### src/rtl/io_switch_debounce.sv
// Switch input conditioner: 2-flop synchroniser, shared tick prescaler, per-channel debounce FSM,
// registered clean level with rise/fall pulses. Define SW_EDGE_LATCH_EN to add sticky rise flags.
module io_switch_debounce #(
  parameter int N            = 4,
  parameter int TICK_DIV     = 50000,
  parameter int STABLE_TICKS = 10
) (
  input  logic         clk,
  input  logic         reset,
  input  logic [N-1:0] sw_raw,
  output logic [N-1:0] sw_clean,
  output logic [N-1:0] sw_rise,
  output logic [N-1:0] sw_fall,
  output logic [N-1:0] sw_pend,
  input  logic [N-1:0] pend_clr
);

  localparam int PRE_W = (TICK_DIV > 1) ? $clog2(TICK_DIV) : 1;
  localparam int CNT_W = $clog2(STABLE_TICKS + 1);
  localparam logic [PRE_W-1:0] PRE_LAST = PRE_W'(TICK_DIV - 1);
  localparam logic [CNT_W-1:0] CNT_LAST = CNT_W'(STABLE_TICKS - 1);
  localparam logic [CNT_W-1:0] CNT_MAX  = CNT_W'(STABLE_TICKS);

  typedef enum logic [1:0] {
    S_LO      = 2'd0,
    S_HI_WAIT = 2'd1,
    S_HI      = 2'd2,
    S_LO_WAIT = 2'd3
  } state_e;

  logic [N-1:0]     sync1_q, sync1_d;
  logic [N-1:0]     sync2_q, sync2_d;
  logic [PRE_W-1:0] pre_q, pre_d;
  logic             tick;
  state_e           state_q [N];
  state_e           state_d [N];
  logic [CNT_W-1:0] cnt_q [N];
  logic [CNT_W-1:0] cnt_d [N];
  logic [N-1:0]     clean_q, clean_d;
  logic [N-1:0]     rise_q, rise_d;
  logic [N-1:0]     fall_q, fall_d;

  // Synchroniser and prescaler
  always_comb begin
    sync1_d = sw_raw;
    sync2_d = sync1_q;
    tick    = (pre_q == PRE_LAST);
    pre_d   = tick ? '0 : pre_q + 1'b1;
  end

  // Per-channel debounce; a level change during WAIT falls back without touching the output
  always_comb begin
    for (int i = 0; i < N; i++) begin
      state_d[i] = state_q[i];
      cnt_d[i]   = cnt_q[i];
      case (state_q[i])
        S_LO: begin
          if (sync2_q[i]) begin
            state_d[i] = S_HI_WAIT;
            cnt_d[i]   = '0;
          end
        end
        S_HI_WAIT: begin
          if (!sync2_q[i]) begin
            state_d[i] = S_LO;
          end else if (tick) begin
            if (cnt_q[i] == CNT_LAST) state_d[i] = S_HI;
            if (cnt_q[i] != CNT_MAX)  cnt_d[i]   = cnt_q[i] + 1'b1;
          end
        end
        S_HI: begin
          if (!sync2_q[i]) begin
            state_d[i] = S_LO_WAIT;
            cnt_d[i]   = '0;
          end
        end
        S_LO_WAIT: begin
          if (sync2_q[i]) begin
            state_d[i] = S_HI;
          end else if (tick) begin
            if (cnt_q[i] == CNT_LAST) state_d[i] = S_LO;
            if (cnt_q[i] != CNT_MAX)  cnt_d[i]   = cnt_q[i] + 1'b1;
          end
        end
        default: state_d[i] = S_LO;
      endcase
      clean_d[i] = (state_d[i] == S_HI) || (state_d[i] == S_LO_WAIT);
      rise_d[i]  = (state_q[i] == S_HI_WAIT) && (state_d[i] == S_HI);
      fall_d[i]  = (state_q[i] == S_LO_WAIT) && (state_d[i] == S_LO);
    end
  end

  always_ff @(posedge clk) begin
    if (!reset) begin
      sync1_q <= '0;
      sync2_q <= '0;
      pre_q   <= '0;
      clean_q <= '0;
      rise_q  <= '0;
      fall_q  <= '0;
      for (int i = 0; i < N; i++) begin
        state_q[i] <= S_LO;
        cnt_q[i]   <= '0;
      end
    end else begin
      sync1_q <= sync1_d;
      sync2_q <= sync2_d;
      pre_q   <= pre_d;
      clean_q <= clean_d;
      rise_q  <= rise_d;
      fall_q  <= fall_d;
      for (int i = 0; i < N; i++) begin
        state_q[i] <= state_d[i];
        cnt_q[i]   <= cnt_d[i];
      end
    end
  end

  assign sw_clean = clean_q;
  assign sw_rise  = rise_q;
  assign sw_fall  = fall_q;

`ifdef SW_EDGE_LATCH_EN
  logic [N-1:0] pend_q, pend_d;

  // Set has priority over a simultaneous software clear
  always_comb pend_d = rise_q | (pend_q & ~pend_clr);

  always_ff @(posedge clk) begin
    if (!reset) pend_q <= '0;
    else        pend_q <= pend_d;
  end

  assign sw_pend = pend_q;
`else
  logic unused_pend_clr;
  assign unused_pend_clr = ^pend_clr;
  assign sw_pend         = '0;
`endif

endmodule
### config.mk
export PLATFORM = sky130hd
export DESIGN_NAME = io_switch_debounce
export DESIGN_NICKNAME = d
export VERILOG_FILES = /design/src/rtl/io_switch_debounce.sv
export SDC_FILE = /design/constraint.sdc
export NUM_CORES = 1
export LEC_CHECK = 0
export CAP_MARGIN = 0
export CORE_MARGIN = 3
export CORE_UTILIZATION = 45
export CTS_CLUSTER_SIZE = 25
export DETAILED_ROUTE_END_ITERATION = 7
export GPL_TIMING_DRIVEN = 0
export PLACE_DENSITY = 0.74
export RECOVER_POWER = 50
export SETUP_SLACK_MARGIN = 0.2
export SLEW_MARGIN = 10
export SYNTH_ARGS = -nofsm -noshare
export SYNTH_HDL_FRONTEND = slang
export SYNTH_SLANG_ARGS = --single-unit
### constraint.sdc
create_clock -name clk -period 2.4 [get_ports clk]
set_input_delay 0.48 -clock clk [delete_from_list [all_inputs] [get_ports clk]]
set_output_delay 0.48 -clock clk [all_outputs]
set_load 0.05 [all_outputs]
==> results.txt, run 1 <==
- Clock tree synthesis selected as its root buffer the cell clkbuf_8.
* Hold Path Class: reg -> reg
* Synth Area in XOR/XNOR: under 10%
- Worst EP required: 1.92 ns
- First-pass GRT wire length: 8.68 mm
* Longest Clk Path Bufs: 2
- Cell family contributing the most delay on the critical path: buffers and inverters
- After layout, the design draws a total of 1.66 mW.
- Number of storage elements in the synthesis netlist: 56
- Post-layout nets: approximately 330
- Tcrit/Tclk final: 88.0%
- In the final layout, the share of cells above drive strength 1 is 7.49%.
* Via count normalized by instance count: around 5.2
* Post-synthesis average cell area: ~9.2 um2
- Full die area: 6670 um2
- Yosys mapped the design onto 37 distinct sky130hd cell types.
- The flow ran to the end, and the final reports show no timing, DRC or antenna violations.
* Horizontal extent of the die: approximately 82 um
- Row generation in the floorplan step produced 26 rows.
* Combinational family with the most area after synthesis: simple AND/OR/NAND/NOR gates
* Setup repair after global routing missed its margin: no
* Clock buffers created by TritonCTS: 5
- Crit-path slowest cell: clkdlybuf4s50_1
- In the synthesized netlist the async set-or-reset flop fraction comes to 0%.
- Classification of the worst setup path: reg -> out
- Final routed wirelength across all metal layers: 4.85 mm
- The first detailed-routing pass ran for 4 iterations.
* Final cell utilization of the core: 55.2%
- In this run the cell area measured after placement is 2850 um2.
- Hold is met by around 0.45 ns.
- In the final routed layout, each cell accounts on average for around 13 um.
- Max capacitance violation total: 0
* Number of inserted filler cells in the final layout: around 500
* Count of pins on the block boundary: 26
- Number of global-route vias before repair: ~1900
- Across every metal layer, demand over resource in global routing totals 16.8%.
* Hold bufs inserted after CTS: 0
- Clock latency on the worst-skew pair, taken at its later pin, is ~0.31 ns.
- The number of slew-limit violations in the final report is 0.
- Area growth from synthesis to layout: 14.2%
- Synthesis handed over a netlist of around 280 instances.
- Synth Area in Adders: about 6.3%
* Total of endpoints with negative setup slack in the final report: 0
* Clock sink count: 56
* Portion of the post-synthesis area used by sequential elements: between 40% and 50%
* F_max: about 0.47 GHz
* Clock tree from TritonCTS: yes
* Largest stage delay on the critical path: 0.79 ns
- In the synthesized netlist, mux cells make up under 10% of the area.
- Fraction of the mapped netlist area in simple logic gates: 26.7%
- Detailed placement finished with a half-perimeter wire length of ~3.5 mm.
- Final hold violation count: 0
- In this run the worst path has a maximum fanout of 5.
- Final worst path period need: between 2 and 2.5 ns
- In this run the standard cell core region covers 5340 um2.
- Summing the areas of all compound-gate instances in the mapped netlist gives 8.16% of the synthesized area.
* Number of antenna violations at the first check in global routing: 0
- Sum Neg Setup Slack: 0 ns
* Worst-case vdd ir drop: about 0.29 mV
* Clk slew on worst S/H paths: approximately 0.10 ns
* Kind of start point of the critical path: flip-flop
- Placer congestion estimate: around 0.79
* Actual slew at the worst max-slew pin: around 0.6 ns
* Level count of the clock H-tree: 2
* Effective utilization at floorplan: 48.3%
* Post-route DRC violation count: 0
- 0 antenna diodes ended up in the layout.
* Maximum number of pins on one net before global-route repair: 19
- Crit path capture type: primary output
- Yosys warning count: 0
* Number of violations reported at the end of detailed-routing iteration 0: around 70
- During placement, the flow inserted port buffers numbering 17.
- Final Cell Area: ~2900 um2
- Measured against its own limit, the worst slew margin works out to between 60% and 70%.
* Leak Pwr: 1.04 nW
- The synthesized netlist occupies a cell area of ~2600 um2.
- Dividing total power by cell area gives a power density of approximately 560 nW/um2.
- Post-detailed-route count of antenna-violating nets: 0
- The critical path goes through buf_4 > clkdlybuf4s50_1.
- For this run the aggregate overflow at the end of global routing stands at 0.
- Total number of vias: ~2000
* Signal arrival time at the worst endpoint: 1.63 ns
- In this run, synthesis inferred 0 flip-flops with an integrated enable.
- Clock Skew: 0.00919 ns
- Critical path buffers and inverters: 2
* Die Span Y: between 80 and 90 um
* Synth Flop Type: dfxtp_1
-- timing repair --
| item | 4_1_cts | 5_1_grt |
|---|---|---|
| endpoints found under the hold margin | 0 | 0 |
| setup endpoints to repair | 0 | 3 |
| gates resized for setup | 0 | 3 |
| buffers inserted | 0 | 0 |
-- kinds of logic after synthesis --
family	count (synthesis)
AO/OA/AOI/OAI	34
other	1
XOR/XNOR	18
adder cells (fa/ha/maj)	13
buffers and inverters	30
multiplexers	8
AND/OR/NAND/NOR	119
flip-flops	56
-- per-layer routing --
metal	global-route usage [%]	routed length (um)
met5	0	0
met4	5.48	70
met3	3.95	187
met2	27.0	2230
met1	22.3	2370
-- area by class of cell --
| cell class | count | area, um2 | area share (%) |
|---|---|---|---|
| buffer | 15 | 97.6 | 3.32 |
| clock buffer | 5 | 68.8 | 2.34 |
| clock inverter | 3 | 46.3 | 1.57 |
| inverter | 15 | 56.3 | 1.91 |
| multi-input combinational | 196 | 1310 | 44.6 |
| sequential | 56 | 1120 | 38.1 |
| tap | 70 | 87.6 | 2.98 |
| timing repair buffer | 17 | 151 | 5.14 |
-- stage by stage --
step | worst slack, ns | std cells
after floorplan | 0.698 | 282
after global placement | 0.150 | 369
after detailed placement | 0.112 | 369
after CTS | 0.231 | 377
after global routing | 0.216 | 377
final | 0.287 | 377
-- placed cells by master (no fill, tap or decap), types with 8 or more instances in the layout --
master,netlist,final
dlygate4sd3_1,0,9
mux2i_1,8,8
ha_1,13,13
buf_4,8,8
xnor2_1,16,16
dfxtp_1,56,56
nor3_1,8,8
nor2_1,21,21
nand2_1,22,22
inv_1,15,15
nand3_1,12,12
nor3b_1,8,8
o31ai_1,9,9
a21oi_1,11,11
-- cells in the mapped netlist, types with 2 or more instances --
cell type	n	share of area, %
nand3_1	12	2.3
a21o_1	2	0.58
and2_1	8	1.9
o21ai_0	7	1.4
or4_1	5	1.5
o21a_1	3	0.87
or3_1	7	1.7
and3_1	2	0.49
nand3b_1	2	0.58
nor3_1	8	1.6
buf_2	3	0.58
o211ai_1	2	0.58
clkbuf_1	3	0.44
nor2_1	21	3.1
nor4_1	5	1.2
ha_1	13	6.3
mux2i_1	8	3.1
nor3b_1	8	2.3
buf_4	8	2.3
a21oi_1	11	2.1
dfxtp_1	56	43
nor2b_1	4	0.97
o31ai_1	9	2.6
nand2_1	22	3.2
inv_1	15	2.2
nand4_1	5	1.2
nand4b_1	4	1.4
xnor2_1	16	5.4
xor2_1	2	0.68
-- path summary, 6_finish.rpt --
path | start | endpoint | slack, ns | cells past startpoint
hold / removal | sync1_q[1] | sync2_q[1] | 0.45 | 1
setup reg to reg | pre_q[0] | pre_q[8] | 0.38 | 8
setup / recovery | sw_clean[1] | sw_clean[1] | 0.29 | 2
hold reg to reg | sync1_q[1] | sync2_q[1] | 0.45 | 1
-- power breakdown --
part	switching, mW	leakage, nW	total [mW]	internal (mW)
Sequential	0.00950	0.454	0.950	0.941
Clock	0.317	0.0548	0.631	0.315
Combinational	0.0465	0.534	0.0737	0.0272
Total	0.373	1.04	1.66	1.28
-- flip-flops by register name, summed over array words and instances, names as in the netlist --
signal / count
state_q: 4
sync1_q: 4
pre_q: 16
sw_fall: 4
sync2_q: 4
sw_rise: 4
cnt_q: 16
sw_clean: 4
Power figures use the tool's default switching activity.
==> inputs of run 2 (changes only) <==
--- a/config.mk
+++ b/config.mk
@@ -7,11 +7,11 @@
 export LEC_CHECK = 0
 export CAP_MARGIN = 0
 export CORE_MARGIN = 3
-export CORE_UTILIZATION = 45
+export CORE_UTILIZATION = 56
 export CTS_CLUSTER_SIZE = 25
 export DETAILED_ROUTE_END_ITERATION = 7
 export GPL_TIMING_DRIVEN = 0
-export PLACE_DENSITY = 0.74
+export PLACE_DENSITY = 0.88
 export RECOVER_POWER = 50
 export SETUP_SLACK_MARGIN = 0.2
 export SLEW_MARGIN = 10
==> results.txt, run 2 (same netlist as run 1, synthesis figures left out) <==
- The flow ran to the end, and the final reports show no timing, DRC or antenna violations.
- Horizontal extent of the die: 73.8 um (-9.6%)
- The area of the core region is 4410 um2 (-17%).
- Normalized max-slew margin: 60.3% (-0.17 points)
- First-pass GRT wire length: 8.39 mm (-3.3%)
- The final non-filler cell total was 359 (-4.8%).
- Full die area: 5450 um2 (-18%)
* Clock tree from TritonCTS: yes
- The portion of the clock cycle consumed by the worst path in the final layout came to 88.4% (+0.33 points).
- The H-tree depth is 2 (unchanged).
- Number of rows in the core area: 24 (-7.7%)
- The critical path is of the reg -> out type.
- The worst register-to-register path ends at cnt_q[2][1].
- Ratio of cells with drive above 1 in the final layout: 7.49% (unchanged)
- The aggregate negative setup slack is 0 ns (unchanged).
* Clock sink count: 56 (unchanged)
- Critical Path Fanout Max: 5 (unchanged)
- F_max: 0.472 GHz (-0.37%)
* Biggest regs: cnt_q (16), pre_q (16)
- The maximum number of pins on one net before global-route repair is 17 (-2).
* Switching part of the total power: 20.5% (-2.0 points)
* Worst Hold Endpoint: sync2_q[1]
* Worst-case vdd ir drop: 0.470 mV (+65%)
- Placed Cells: 351 (-4.9%)
* Pre-Repair DR Iteration Count: 4 (unchanged)
* Crit-path slowest cell: clkdlybuf4s50_1
- The min-delay analysis places its worst path in the category reg -> reg.
- Most frequent cells in the layout: dfxtp_1, nand2_1, nor2_1
* Number of violations reported at the end of detailed-routing iteration 0: 157 (+120%)
- The total DRC errors in the routed layout came to 0 (unchanged).
* Net Sw Power: 0.344 mW (-7.6%)
* Global-route usage over all layers: 19.8% (+2.9 points)
* Most frequent standard cell in the layout excluding fill and tap cells: dfxtp_1
* Number of global-route vias before repair: 1865 (-1.1%)
* Part of the power in the clock network: 39.0% (+0.9 points)
- The TritonCTS buffer count was 5 (unchanged).
- The arrival time of the worst setup path is 1.64 ns (about the same).
* Placer congestion estimate: 0.808 (+2.4%)
- The total power divided by cell area is 573 nW/um2 (+1.9%).
- Final worst path period need: 2.12 ns (+0.00791 ns)
* Post-detailed-route count of antenna-violating nets: 0 (unchanged)
- The hold violation count in the final report is 0 (unchanged).
* Longest Clk Path Bufs: 2 (unchanged)
- Final routed wire length divided by cell count: 13.7 um (+6.8%)
- The slack of the worst reg-to-reg path is 0.38 ns (about the same).
- Count of pins on the block boundary: 26 (unchanged)
- The number of cells traversed by the worst register-to-register path came to 7 (-1).
* Actual slew at the worst max-slew pin: 0.598 ns (+0.00262 ns)
- The number of endpoints failing setup at the final stage came to 0 (unchanged).
* R2r startpoint: pre_q[0]
- The effective utilization at floorplan was 58.4% (+10 points).
- Design internal power: 1.34 mW (+4.2%)
- Largest stage delay on the critical path: 0.78 ns (about the same)
- Max capacitance violation total: 0 (unchanged)
* Die Span Y: 73.8 um (-9.6%)
* Crit path capture type: primary output
- The standard cell area after detailed placement was 2820 um2 (-0.79%).
- Setup repair after global routing left no endpoint under its margin.
- The setup slack of the critical path after layout came to 0.279 ns (-0.00791 ns).
- The initial antenna violation count is 0 (unchanged).
* Via count normalized by instance count: 5.58 (+6.6%)
- PostCTS Resize Cnt: 0 (unchanged)
- Count of port buffers added during placement: 17 (unchanged)
- The clock-pin slew reported for the worst setup and hold paths after clock tree synthesis is 0.10 ns (about the same).
- The count of nets after finishing was 329 (unchanged).
- The worst slack at placement came to 0.183 ns (+0.0710 ns).
- The sequential power share came to 56.5% (-0.9 points).
- Clock tree synthesis selected as its root buffer the cell clkbuf_8.
- The residual overflow from global routing is 0 (unchanged).
- Final slew viol count: 0 (unchanged)
- The post-layout instance area was 2930 um2 (-0.38%).
* Total number of vias: 2002 (+1.5%)
* Hold bufs inserted after CTS: 0 (unchanged)
* Leak Pwr: 1.05 nW (+1.0%)
- The critical path goes through buf_4 > clkdlybuf4s50_1.
* Kind of start point of the critical path: flip-flop
- The logic gate share of total power was 4.5% (about the same).
- Hold path cells: 1 (unchanged)
- The HPWL reported at the end of detailed placement is 3.52 mm (+1.3%).
- Antenna diode count: 0 (unchanged)
* Clk_lat worst skew: 0.31 ns (about the same)
- The number of setup buffers added after CTS is 0 (unchanged).
* Clock Skew: 0.00923 ns (+0.0000431 ns)
* Worst EP required: 1.92 ns (about the same)
- Worst Min Path Start: sync1_q[1]
- Compared with the post-synthesis result, the final layout area differs by 13.7%.
* Final routed wirelength across all metal layers: 4.94 mm (+1.7%)
## run 2: cell type report
type / instances / area (um2)
Fill cell: 347 / 1480
Multi-Input combinational cell: 196 / 1310
Sequential cell: 56 / 1120
Timing Repair Buffer: 17 / 151
Buffer: 15 / 97.6
Clock buffer: 7 / 96.3
Tap cell: 52 / 65.1
Inverter: 15 / 56.3
Clock inverter: 1 / 30.0
## run 2: critical path: cells and delay by family, from the launching register on
| family | cells | cell delay [ns] |
|---|---|---|
| buffers and inverters | 2 | 0.91 |
| flip-flops | 1 | 0.42 |
## run 2: per-stage QoR
| step | utilization, % | total power [mW] | hold slack (ns) |
|---|---|---|---|
| after floorplan | - | 1.02 | 0.412 |
| after global placement | 64.0 | 1.04 | 0.415 |
| after detailed placement | 64.0 | 1.05 | 0.423 |
| after CTS | 66.8 | 1.70 | 0.444 |
| after global routing | 66.4 | 1.75 | 0.464 |
| final | 66.4 | 1.68 | 0.440 |
## run 2: power by group through the flow
stage	sequential [mW]	combinational (mW)	clock, mW
2_1_floorplan	0.969	0.0544	0
6_report	0.950	0.0751	0.655
3_5_place_dp	0.972	0.0742	0
5_1_grt	0.952	0.0817	0.711
4_1_cts	0.950	0.0749	0.671
3_3_place_gp	0.971	0.0727	0
## run 2: worst max path at each step
stage / from / cells after the start / end / slack (ns)
after floorplan: pre_q[0] / 6 / cnt_q[2][3] / 0.70
after global placement: reset / 5 / cnt_q[3][1] / 0.22
after detailed placement: reset / 5 / cnt_q[3][1] / 0.18
after CTS: sw_clean[1] / 2 / sw_clean[1] / 0.24
after global routing: sw_clean[0] / 2 / sw_clean[0] / 0.22
final: sw_clean[0] / 2 / sw_clean[0] / 0.28
## run 2: routing by layer
metal	share of wire, %	vias up	global-route usage [%]	routed length [um]
li1	-	1011	-	-
met2	49	43	31.9	2410
met5	0	-	0	0
met3	4.0	10	5.34	195
met4	1.8	0	7.24	87
met1	45	938	25.1	2240
